`config.mk`:
```
export PLATFORM = sky130hd
export DESIGN_NAME = sha256_padder
export DESIGN_NICKNAME = d
export VERILOG_FILES = /design/src/rtl/sha256_padder.sv
export SDC_FILE = /design/constraint.sdc
export NUM_CORES = 1
export LEC_CHECK = 0
export BUFFER_PORTS_ARGS = -buffer_cell sky130_fd_sc_hd__buf_4
export CAP_MARGIN = 0
export CORE_AREA = 2 2 243 245
export DETAILED_ROUTE_END_ITERATION = 8
export DIE_AREA = 0 0 245 247
export GPL_ROUTABILITY_DRIVEN = 0
export PLACE_DENSITY = 0.79
export SLEW_MARGIN = 30
export SYNTH_ARGS = -nofsm -noshare
export SYNTH_HDL_FRONTEND = slang
export SYNTH_SLANG_ARGS = --single-unit
```
`constraint.sdc`:
```
create_clock -name clk -period 5 [get_ports clk]
set_input_delay 0.75 -clock clk [delete_from_list [all_inputs] [get_ports clk]]
set_output_delay 0.75 -clock clk [all_outputs]
set_load 0.03 [all_outputs]
```
`src/rtl/sha256_padder.sv`:
```
// rtl/sha256_padder.sv - packs a 32-bit word message stream into padded 512-bit SHA-256 blocks
module sha256_padder #(
  parameter int LEN_W = 64
) (
  input  logic         clk,
  input  logic         rstn,
  input  logic         in_valid_i,
  input  logic [31:0]  in_data_i,
  input  logic         in_last_i,
  input  logic [2:0]   in_nbytes_i,
  output logic         in_ready_o,
  input  logic         eng_ready_i,
  output logic         eng_start_o,
  output logic [511:0] eng_vec_o,
  output logic         eng_last_o,
  output logic         msg_done_o,
  output logic [63:0]  bitlen_o
);

  typedef enum logic [2:0] {
    S_FILL,
    S_PAD,
    S_SEND,
    S_WAIT,
    S_EXTRA
  } state_t;

  state_t           state;
  logic [31:0]      blk [16];
  logic [3:0]       widx;
  logic [3:0]       widx_p1;
  logic [LEN_W-1:0] len;
  logic [63:0]      len64;
  logic             extra_pend;  // another block (length only) follows this one
  logic             defer80;     // the 0x80 marker spilled into the next block
  logic             seen_low;    // engine went busy after our start pulse

  logic             accept;
  logic [2:0]       n_eff;
  logic [31:0]      last_word;
  logic [4:0]       q;
  logic [5:0]       len_add;
  logic [LEN_W-1:0] len_next;
  logic             blk_rdy;

  // Buffer words are presented to the engine unregistered, word 0 at the top.
  always_comb begin
    eng_vec_o = '0;
    for (int i = 0; i < 16; i++) begin
      eng_vec_o[511-32*i -: 32] = blk[i];
    end
  end

  // Zero-extend the running length into the 64-bit length field.
  always_comb begin
    len64 = '0;
    len64[LEN_W-1:0] = len;
  end

  // Decode of the incoming word: marker placement, length step and block readiness.
  always_comb begin
    accept  = (state == S_FILL) && in_ready_o && in_valid_i;
    n_eff   = (in_nbytes_i >= 3'd4) ? 3'd4 : in_nbytes_i;
    widx_p1 = widx + 4'd1;
    case (n_eff)
      3'd0:    last_word = 32'h8000_0000;
      3'd1:    last_word = {in_data_i[31:24], 24'h80_0000};
      3'd2:    last_word = {in_data_i[31:16], 16'h8000};
      3'd3:    last_word = {in_data_i[31:8], 8'h80};
      default: last_word = in_data_i;
    endcase
    // q is the word index holding 0x80; 16 means it lands in the next block.
    q        = {1'b0, widx} + ((n_eff == 3'd4) ? 5'd1 : 5'd0);
    len_add  = in_last_i ? {n_eff, 3'b000} : 6'd32;
    len_next = len + LEN_W'(len_add);
    blk_rdy  = (state == S_PAD) || (state == S_EXTRA) || (state == S_SEND) ||
               (accept && !in_last_i && (widx == 4'd15)) ||
               (accept && in_last_i && (q > 5'd13));
  end

  // Main sequencer: fill, pad, hand off to the engine and wait for it to finish.
  always_ff @(posedge clk) begin
    if (!rstn) begin
      state       <= S_FILL;
      widx        <= '0;
      len         <= '0;
      extra_pend  <= 1'b0;
      defer80     <= 1'b0;
      seen_low    <= 1'b0;
      in_ready_o  <= 1'b0;
      eng_start_o <= 1'b0;
      eng_last_o  <= 1'b0;
      msg_done_o  <= 1'b0;
      bitlen_o    <= '0;
      for (int i = 0; i < 16; i++) begin
        blk[i] <= '0;
      end
    end else begin
      eng_start_o <= 1'b0;
      msg_done_o  <= 1'b0;
      case (state)
        S_FILL: begin
          in_ready_o <= 1'b1;
          if (accept) begin
            len <= len_next;
            if (!in_last_i) begin
              blk[widx] <= in_data_i;
              widx      <= widx_p1;
              if (widx == 4'd15) begin
                in_ready_o <= 1'b0;
                eng_last_o <= 1'b0;
              end
            end else begin
              blk[widx] <= last_word;
              if ((n_eff == 3'd4) && (widx != 4'd15)) begin
                blk[widx_p1] <= 32'h8000_0000;
              end
              in_ready_o <= 1'b0;
              if (q <= 5'd13) begin
                state <= S_PAD;
              end else begin
                extra_pend <= 1'b1;
                defer80    <= (q == 5'd16);
                eng_last_o <= 1'b0;
              end
            end
          end
        end
        S_PAD: begin
          blk[14]    <= len64[63:32];
          blk[15]    <= len64[31:0];
          eng_last_o <= 1'b1;
        end
        S_EXTRA: begin
          if (defer80) begin
            blk[0] <= 32'h8000_0000;
          end
          defer80    <= 1'b0;
          extra_pend <= 1'b0;
          blk[14]    <= len64[63:32];
          blk[15]    <= len64[31:0];
          eng_last_o <= 1'b1;
        end
        S_SEND: begin
        end
        S_WAIT: begin
          if (!eng_ready_i) begin
            seen_low <= 1'b1;
          end else if (seen_low) begin
            seen_low <= 1'b0;
            widx     <= '0;
            for (int i = 0; i < 16; i++) begin
              blk[i] <= '0;
            end
            if (eng_last_o) begin
              msg_done_o <= 1'b1;
              bitlen_o   <= len64;
              len        <= '0;
              eng_last_o <= 1'b0;
            end
            if (extra_pend) begin
              state <= S_EXTRA;
            end else begin
              state      <= S_FILL;
              in_ready_o <= 1'b1;
            end
          end
        end
        default: state <= S_FILL;
      endcase
      // A completed block launches at once when the engine is idle, else parks in SEND.
      if (blk_rdy) begin
        if (eng_ready_i) begin
          eng_start_o <= 1'b1;
          seen_low    <= 1'b0;
          state       <= S_WAIT;
        end else begin
          state <= S_SEND;
        end
      end
    end
  end

endmodule

```
Yosys cells after proc, flatten, opt, wreduce, memory -nomap -nowiden
Memories as Yosys holds them, arrays and structs flattened. Cells that the tools add are included.

Flip-flop bits (word level): 142. Word-level logic and storage cells: 208. Memories kept: 1. RAM bits: 512. Input bits: 40.

Memories: blk (words 16, bits a word 32, rd ports 16, clocked after Yosys merged registers in 0, wr ports 16, RTL line 29) `logic [31:0] blk [16];`.

$add $sub $neg: 3. Bitwise gates (word level): 22. Equal/unequal tests: 27. Multiplexer cells: 111. Reduce and logical (&&, ||, !) cells: 30. Order comparisons: 3.

Operator list (number): $mux 32 (24); $mux 64 (4); $pmux 32 s4 (1); $pmux 64 s2 (1); $add 64x6->64 (1); $reduce_or 32->1 (2); $mux 1 (60); $mux 3 (8); $mux 4 (6); $or 1x1->1 (22); $ne 2x2->1 const B (8); $reduce_and 4->1 (4); $ne 3x3->1 const B (5); $eq 3x2->1 const B (4); $reduce_and 6->1 (2); $reduce_and 5->1 (2); $pmux 3 s3 (1); $pmux 4 s2 (1); $logic_and 1x1->1 (7); $eq 3x1->1 const B (2); $eq 3x3->1 const B (2); $logic_not 3->1 (2); $mux 6 (1); $ne 3x2->1 const B (2); other kinds (18) (24).

Logic depth before layout (Yosys ltp)
Gate-level depths: netlist (run 1).

Word-level depth: 12. Mapped depth: 12. Depth with buffers taken out: 10.

Worst setup path after synthesis (run 1)
Ideal clock, no wire load.

Path kind: input to register. From: input in_last_i. To: register len[49]. Buffers on the path: 1. Library setup time: 0.070 ns. Arrival: 3.313 ns. Setup slack: 1.617 ns. Stages on the path: 11. Required time: 4.930 ns. Path through: nor2b_1 > and2_1 > ha_1 > inv_1 > fa_1 > nand2b_1 > a2111oi_4 > o21ai_1 > clkbuf_1 > or4_1 > a21oi_1.

Longest elaborated chain between the ends: 4.

Ends and longest elaborated chain: from (decl) (RTL line 9) `input logic in_last_i,`; $mux 6 (RTL line 74) `len_add = in_last_i ? {n_eff, 3'b000} : 6'd32;`; $add 64x6->64 (RTL line 75) `len_next = len + LEN_W'(len_add);`; $mux 64 (RTL line 104) `if (accept) begin`; $pmux 64 s2 (RTL line 101) `case (state)`; to (signal assigned) (RTL line 105) `len <= len_next;`; to (decl) (RTL line 32) `logic [LEN_W-1:0] len;`.

Every way passes these cells. The select of a mux whose other input is x is not followed. A chain may end at the register's enable or synchronous reset.

Final worst setup path (run 1)
From: input in_last_i. To: register len[63].

Same word-level chain as after synthesis.

==> results of run 1 <==
sequential cells by signal, indices dropped and copies added (netlist names), 3 cells and up:
signal    flops
blk         512
widx          4
bitlen_o     61
state         3
len          61
through the flow:
stage | area (um2) | hold slack, ns
2_1_floorplan | 25000 | 0.424
3_3_place_gp | 30100 | 0.443
3_5_place_dp | 30200 | 0.443
4_1_cts | 32400 | 0.352
5_1_grt | 32500 | 0.411
6_report | 32500 | 0.393
worst paths after layout:
check	start	endpoint	slack, ns	cells after the start
setup / recovery	in_last_i	len[63]	1.67	13
hold / removal	eng_ready_i	seen_low	0.39	2
setup reg to reg	state[2]	blk[14][31]	1.82	5
hold reg to reg	extra_pend	state[2]	0.45	2
cell usage in the layout, fill, tap and decap left out, drive strengths merged, types with 7 or more instances in the layout:
cell / n
and3: 11
nor2: 309
and2: 26
and4: 9
xnor2: 12
nand3: 255
o21ai: 36
or3: 26
nand4: 26
buf: 692
a211oi: 9
o31ai: 13
a32oi: 7
a22o: 19
a221o: 7
dfxtp: 648
or4: 12
a31oi: 7
o2111ai: 7
nand2: 430
clkinv: 13
nor4: 10
a22oi: 260
clkbuf: 94
ha: 11
a21oi: 362
inv: 27
nor2b: 14
nor3: 20
cells by family after synthesis:
group | count (synthesis) | synth area share
buf+inv | 337 | 0.0550
xor+xnor | 18 | 0.00630
compound gates | 778 | 0.202
fa+ha+maj | 12 | 0.00630
other cells | 1 | 0.000150
simple gates | 1169 | 0.211
mux | 1 | 0.000450
flops | 648 | 0.519
layout make-up:
type / count / area, um2 / area share
clock inverters: 22 / 300 / 0.00923
well taps: 773 / 967 / 0.0297
inverters: 23 / 86.3 / 0.00265
multi-input cells: 1981 / 10900 / 0.336
clock buffers: 94 / 1940 / 0.0596
flip-flops and latches: 648 / 13000 / 0.399
diodes: 3 / 7.51 / 0.000231
repair buffers: 692 / 5320 / 0.164
routing by layer:
| layer | vias up | routed length, um | part of all wire |
|---|---|---|---|
| met5 | - | 10 | 0.000096 |
| met2 | 1781 | 44800 | 0.43 |
| li1 | 11300 | - | - |
| met1 | 11900 | 39800 | 0.38 |
| met3 | 344 | 13600 | 0.13 |
| met4 | 2 | 6440 | 0.062 |
power groups by stage:
stage	Combinational (mW)	Sequential (mW)	Clock [mW]
6_report	0.781	5.25	5.13
5_1_grt	0.804	5.26	5.36
4_1_cts	0.747	5.25	5.15
3_5_place_dp	0.744	5.36	0
3_3_place_gp	0.735	5.36	0
2_1_floorplan	0.359	5.41	0
==> metrics.md, run 1 <==
| Metric | Value |
|---|---|
| Outcome | `complete, no violations` |
| Non-filler instance count after layout | `4,236` |
| Drc violations | `0` |
| Max-slew headroom | `0.254` |
| Die X-Extent | `245 um` |
| Fraction of registers with async set/reset | `0` |
| Chip height | `247 um` |
| Number of synthesis warnings | `0` |
| Seq/Total Area, Yosys | `0.519` |
| Global-route wire length before repair | `149 mm` |
| Final core occ | `0.559` |
| Gr busiest metal | `met2` |
| Final ANT Viol Nets | `0` |
| CP Launch Type | `input port` |
| Via-to-Cell Ratio | `5.97` |
| Clock slew at reported path FFs | `0.06 ns` |
| Die area | `60,500 um2` |
| Initial Util | `0.429` |
| WP buf/inv | `4` |
| Fmax | `301 MHz` |
| Sink Count | `648` |
| Slowest cell delay on critical path | `0.50 ns` |
| Main flop type after synthesis | `dfxtp_1` |
| Sw frac | `0.253` |
| Fin. max-slew vios | `0` |
| Synth cell types | `74` |
| GRT met3 Usage | `0.0947` |
| GRT overflow | `0` |
| Total clock buffers created by CTS | `67` |
| Post-CTS sizing | `0` |
| Antenna violations before repair | `6` |
| Cells after synthesis | `2,964` |
| Synthesized flop and latch total | `648` |
| Worst hold path type | `in2reg` |
| Layout cells sized above 1 | `0.255` |
| CP most frequent cell | `buf_4` |
| # Post-CTS Setup Buffers | `0` |
| PortBufs | `616` |
| Final net count | `3,465` |
| Sequential share of power | `0.470` |
| Drt initial violations | `3,137` |
| Placed Cells incl. Taps | `4,113` |
| CTS tree | `yes` |
| Yosys top cell area share | `0.519` |
| Synth area leader | `dfxtp_1` |
| NetSw | `2.82 mW` |
| Final worst setup slack | `1.67 ns` |
| Comb pwr share | `0.070` |
| Placement Rows | `89` |
| Slew of the pin with the lowest slew margin | `1.12 ns` |
| Area Growth Syn to Fin | `30.1%` |
| Total track usage | `0.327` |
| Post-synth EDFFs | `0` |
| Post-synth top cells | `dfxtp_1 (648), nand2_1 (430), a21oi_1 (362), nor2_1 (308), clkbuf_1 (256)` |
| Critical path fanouts, max | `16` |
| Crit-path cells | `buf_4 -> nor2b_1 -> and2_1 -> ha_1 -> inv_1 -> fa_1 -> nand2b_1 -> a2111oi_4 -> buf_4 -> o21ai_1 -> buf_4 -> or4_1 -> a21oi_1` |
| Dpl ws | `1.12 ns` |
| Filler cell count | `5,154` |
| I/O pins | `620` |
| Fraction of the cycle the final worst path needs | `0.665` |
| P_int | `8.34 mW` |
| Synth Cell Area | `25,000 um2` |
| Detailed placement HPWL | `66.9 mm` |
| Vias in the first global route | `22.9k` |
| CP required | `5.53 ns` |
| Clock network power share | `0.460` |
| Worst setup EP type | `flip-flop` |
| Top-count cell post-synth | `dfxtp_1` |
| CTS Root Cell | `clkbuf_16` |
| Via count | `25.3k` |
| Clock buffer depth | `3` |
| Met2 GRT Util | `0.477` |
| Layout Skew | `0.0223 ns` |
| Cts hold-fix bufs | `0` |
| CP arrival | `3.86 ns` |
| Avg Cell Area, Syn | `8.44 um2` |
| Pwr dens | `343 nW/um2` |
| RSZ-0062 raised after global routing | `no` |
| Clock latency on the worst-skew pair | `0.62 ns` |
| Static Leakage | `13.1 nW` |
| Setup tns final | `0 ns` |
| Drt wl/cell | `24.7 um` |
| VDD IR max | `309 uV` |
| Max-cap viol count | `0` |
| Final wirelength | `105 mm` |
| Largest net degree at the start of global routing | `225` |
| Synth area leaders | `dfxtp_1 (52%), a22oi_1 (7.4%), a21oi_1 (7.2%)` |
| Setup Crit Path Kind | `in2reg` |
| Overall power | `11.2 mW` |
| Slowest cell on crit path | `or4_1` |
| Met1 Use GR | `0.425` |
| CTS H-Tree Depth | `3` |
| Worst path top cell family by delay | `simple AND/OR/NAND/NOR gates` |
| Final hold viol count | `0` |
| First-pass DRT Iterations | `9` |
| Setup violators final | `0` |
| Core area | `58,200 um2` |
| Tmin final | `3.33 ns` |
Power figures use the tool's default switching activity.
==> run 2: changes to the inputs <==
Clock period 5 ns to 3.45 ns, I/O delays scaled along.
==> metrics.md, run 2 (synthesis gave the netlist of run 1 again) <==
| Metric | Value |
|---|---|
| WHS Path Cells | `2 (unchanged)` |
| Internal reg-to-reg setup slack | `0.37 ns (was 1.82 ns)` |
| CP most frequent cell | `buf_4 (unchanged)` |
| CTS H-Tree Depth | `3 (unchanged)` |
| Fraction of the cycle the final worst path needs | `0.893` |
| Tmin final | `3.08 ns` |
| Setup Crit Path Kind | `reg2reg (was in2reg)` |
| Placement Rows | `89 (unchanged)` |
| P_int | `12.5 mW (was 8.34 mW)` |
| Die X-Extent | `245 um (unchanged)` |
| Final wirelength | `106 mm (was 105 mm)` |
| Setup violators final | `0 (unchanged)` |
| Largest net degree at the start of global routing | `76 (was 225)` |
| Post-CTS sizing | `0 (unchanged)` |
| Worst hold path type | `in2reg (unchanged)` |
| Core area | `58,200 um2 (unchanged)` |
| DP Area | `30,500 um2 (was 30,200 um2)` |
| Drt wl/cell | `24.7 um (about the same)` |
| Fmax | `325 MHz` |
| Reg2Reg Launch Point | `state[1] (was state[2])` |
| Sequential share of power | `0.456 (was 0.470)` |
| CP required | `3.92 ns (was 5.53 ns)` |
| Biggest regs | `blk: 512 flops, bitlen_o: 61 flops, len: 61 flops (unchanged)` |
| Max-slew headroom | `0.259 (was 0.254)` |
| Die area | `60,500 um2 (unchanged)` |
| Critical path fanouts, max | `11 (was 16)` |
| Worst r2r path cells | `7 (was 5)` |
| PortBufs | `616 (unchanged)` |
| Final net count | `3,503 (was 3,465)` |
| Via count | `25.7k (was 25.3k)` |
| Crit-path cells | `or3_1 -> or4b_1 -> buf_4 -> and2_1 -> buf_4 -> a22oi_2 -> nor2_1 (was buf_4 -> nor2b_1 -> and2_1 -> ha_1 -> inv_1 -> fa_1 -> nand2b_1 -> a2111oi_4 -> buf_4 -> o21ai_1 -> buf_4 -> or4_1 -> a21oi_1)` |
| Slowest cell delay on critical path | `0.57 ns (was 0.50 ns)` |
| Total track usage | `0.330 (was 0.327)` |
| Max-cap viol count | `0 (unchanged)` |
| Drc violations | `0 (unchanged)` |
| Largest Register | `blk (unchanged)` |
| Clock network power share | `0.473 (was 0.460)` |
| RSZ-0062 raised after global routing | `no (unchanged)` |
| RR Endpoint | `blk[6][26] (was blk[14][31])` |
| VDD IR max | `385 uV (was 309 uV)` |
| Via-to-Cell Ratio | `6.01 (was 5.97)` |
| Critical path depth | `7 (was 13)` |
| Drt initial violations | `2,931 (was 3,137)` |
| Cts hold-fix bufs | `0 (unchanged)` |
| Clock latency on the worst-skew pair | `0.61 ns (was 0.62 ns)` |
| WP buf/inv | `2 (was 4)` |
| Sink Count | `648 (unchanged)` |
| Max reg flops | `512 (unchanged)` |
| Pwr dens | `505 nW/um2 (was 343 nW/um2)` |
| CTS Root Cell | `clkbuf_16 (unchanged)` |
| Global-route wire length before repair | `150 mm (was 149 mm)` |
| Clock buffer depth | `3 (unchanged)` |
| Layout cells sized above 1 | `0.263 (was 0.255)` |
| Worst setup EP type | `flip-flop (unchanged)` |
| Slowest cell on crit path | `or4b_1 (was or4_1)` |
| Initial Util | `0.429 (unchanged)` |
| Setup tns final | `0 ns (unchanged)` |
| Sw frac | `0.249 (was 0.253)` |
| CP Capture Point | `blk[6][26] (was len[63])` |
| Worst path top cell family by delay | `simple AND/OR/NAND/NOR gates (unchanged)` |
| Commonest non-fill, non-tap cell in the layout | `buf_4 (unchanged)` |
| Most frequent cells in the layout | `buf_4 (715), dfxtp_1 (648), nand2_1 (430) (was buf_4 (685), dfxtp_1 (648), nand2_1 (430))` |
| Clock slew at reported path FFs | `0.06 ns (about the same)` |
| Vias in the first global route | `23.3k (was 22.9k)` |
| First-pass DRT Iterations | `6 (was 9)` |
| Area Growth Syn to Fin | `32.0% (was 30.1%)` |
| Antenna violations before repair | `7 (was 6)` |
| Total clock buffers created by CTS | `71 (was 67)` |
| CTS tree | `yes (unchanged)` |
| I/O pins | `620 (unchanged)` |
| Outcome | `complete, no violations (unchanged)` |
| NetSw | `4.15 mW (was 2.82 mW)` |
| CP Launch Type | `flip-flop (was input port)` |
| CP arrival | `3.55 ns (was 3.86 ns)` |
| Slew of the pin with the lowest slew margin | `1.11 ns (was 1.12 ns)` |
| Comb pwr share | `0.071 (was 0.070)` |
| Chip height | `247 um (unchanged)` |
| GRT overflow | `0 (unchanged)` |
| Final Instance Area | `33,000 um2 (was 32,500 um2)` |
| Detailed placement HPWL | `69.2 mm (was 66.9 mm)` |
| Filler cell count | `5,160 (was 5,154)` |
| Layout Skew | `0.0260 ns (was 0.0223 ns)` |
| Fin. max-slew vios | `0 (unchanged)` |
| Final ANT Viol Nets | `0 (unchanged)` |
| Static Leakage | `13.4 nW (was 13.1 nW)` |
| # Post-CTS Setup Buffers | `0 (unchanged)` |
| Final hold viol count | `0 (unchanged)` |
| CP startpoint | `state[1] (was in_last_i)` |
==> run 2: worst register-to-register path, stage by stage (launching register included) <==
cell and delay (ns):
dfxtp_1 0.43, or3_1 0.55, or4b_1 0.57, buf_4 0.21
and2_1 0.57, buf_4 0.40, a22oi_2 0.16, nor2_1 0.05
==> run 2: worst min-delay path by stage <==
| stage | slack (ns) | end | startpoint |
|---|---|---|---|
| 5_1_grt | 0.16 | seen_low | eng_ready_i |
| 6_report | 0.16 | seen_low | eng_ready_i |
| 3_3_place_gp | 0.43 | blk[14][31] | blk[14][31] |
| 2_1_floorplan | 0.42 | state[2] | extra_pend |
| 4_1_cts | 0.12 | seen_low | eng_ready_i |
| 3_5_place_dp | 0.45 | state[2] | extra_pend |
==> run 2: cell type report <==
class,instances,area [um2],share of cell area
inverter,23,86.3,0.00262
clock buffer,103,2090,0.0633
sequential,648,13000,0.393
tap,773,967,0.0293
clock inverter,22,329,0.00997
multi-input combinational,1981,10900,0.331
timing repair buffer,726,5620,0.170
antenna,6,15.0,0.000455
==> run 2: stage by stage <==
step | worst slack [ns] | std cells | util | hold slack [ns] | power (mW)
finish | 0.369 | 4282 | 0.567 | 0.157 | 16.7
global route | 0.183 | 4276 | 0.567 | 0.158 | 17.0
CTS | 0.466 | 4273 | 0.565 | 0.124 | 16.7
detailed placement | 0.0727 | 4148 | 0.523 | 0.447 | 8.89
global placement | 0.0418 | 4146 | 0.523 | 0.435 | 8.88
floorplan | 0.299 | 2966 | - | 0.424 | 8.37
==> run 2: metal layers <==
metal  vias to the layer above  global-route usage  part of all wire
met5                         -                   0           0.00026
met4                         4               0.196             0.059
met3                       343              0.0977              0.13
met2                      1781               0.493              0.44
met1                     12300               0.421              0.38
li1                      11400                   -                 -
==> run 2: power by group through the flow <==
stage               Combinational (mW)  Sequential (mW)  Clock [mW]
floorplan                        0.520             7.85           0
global placement                  1.12             7.76           0
detailed placement                1.13             7.76           0
CTS                               1.14             7.60        7.94
global route                      1.22             7.61        8.20
finish                            1.18             7.60        7.89
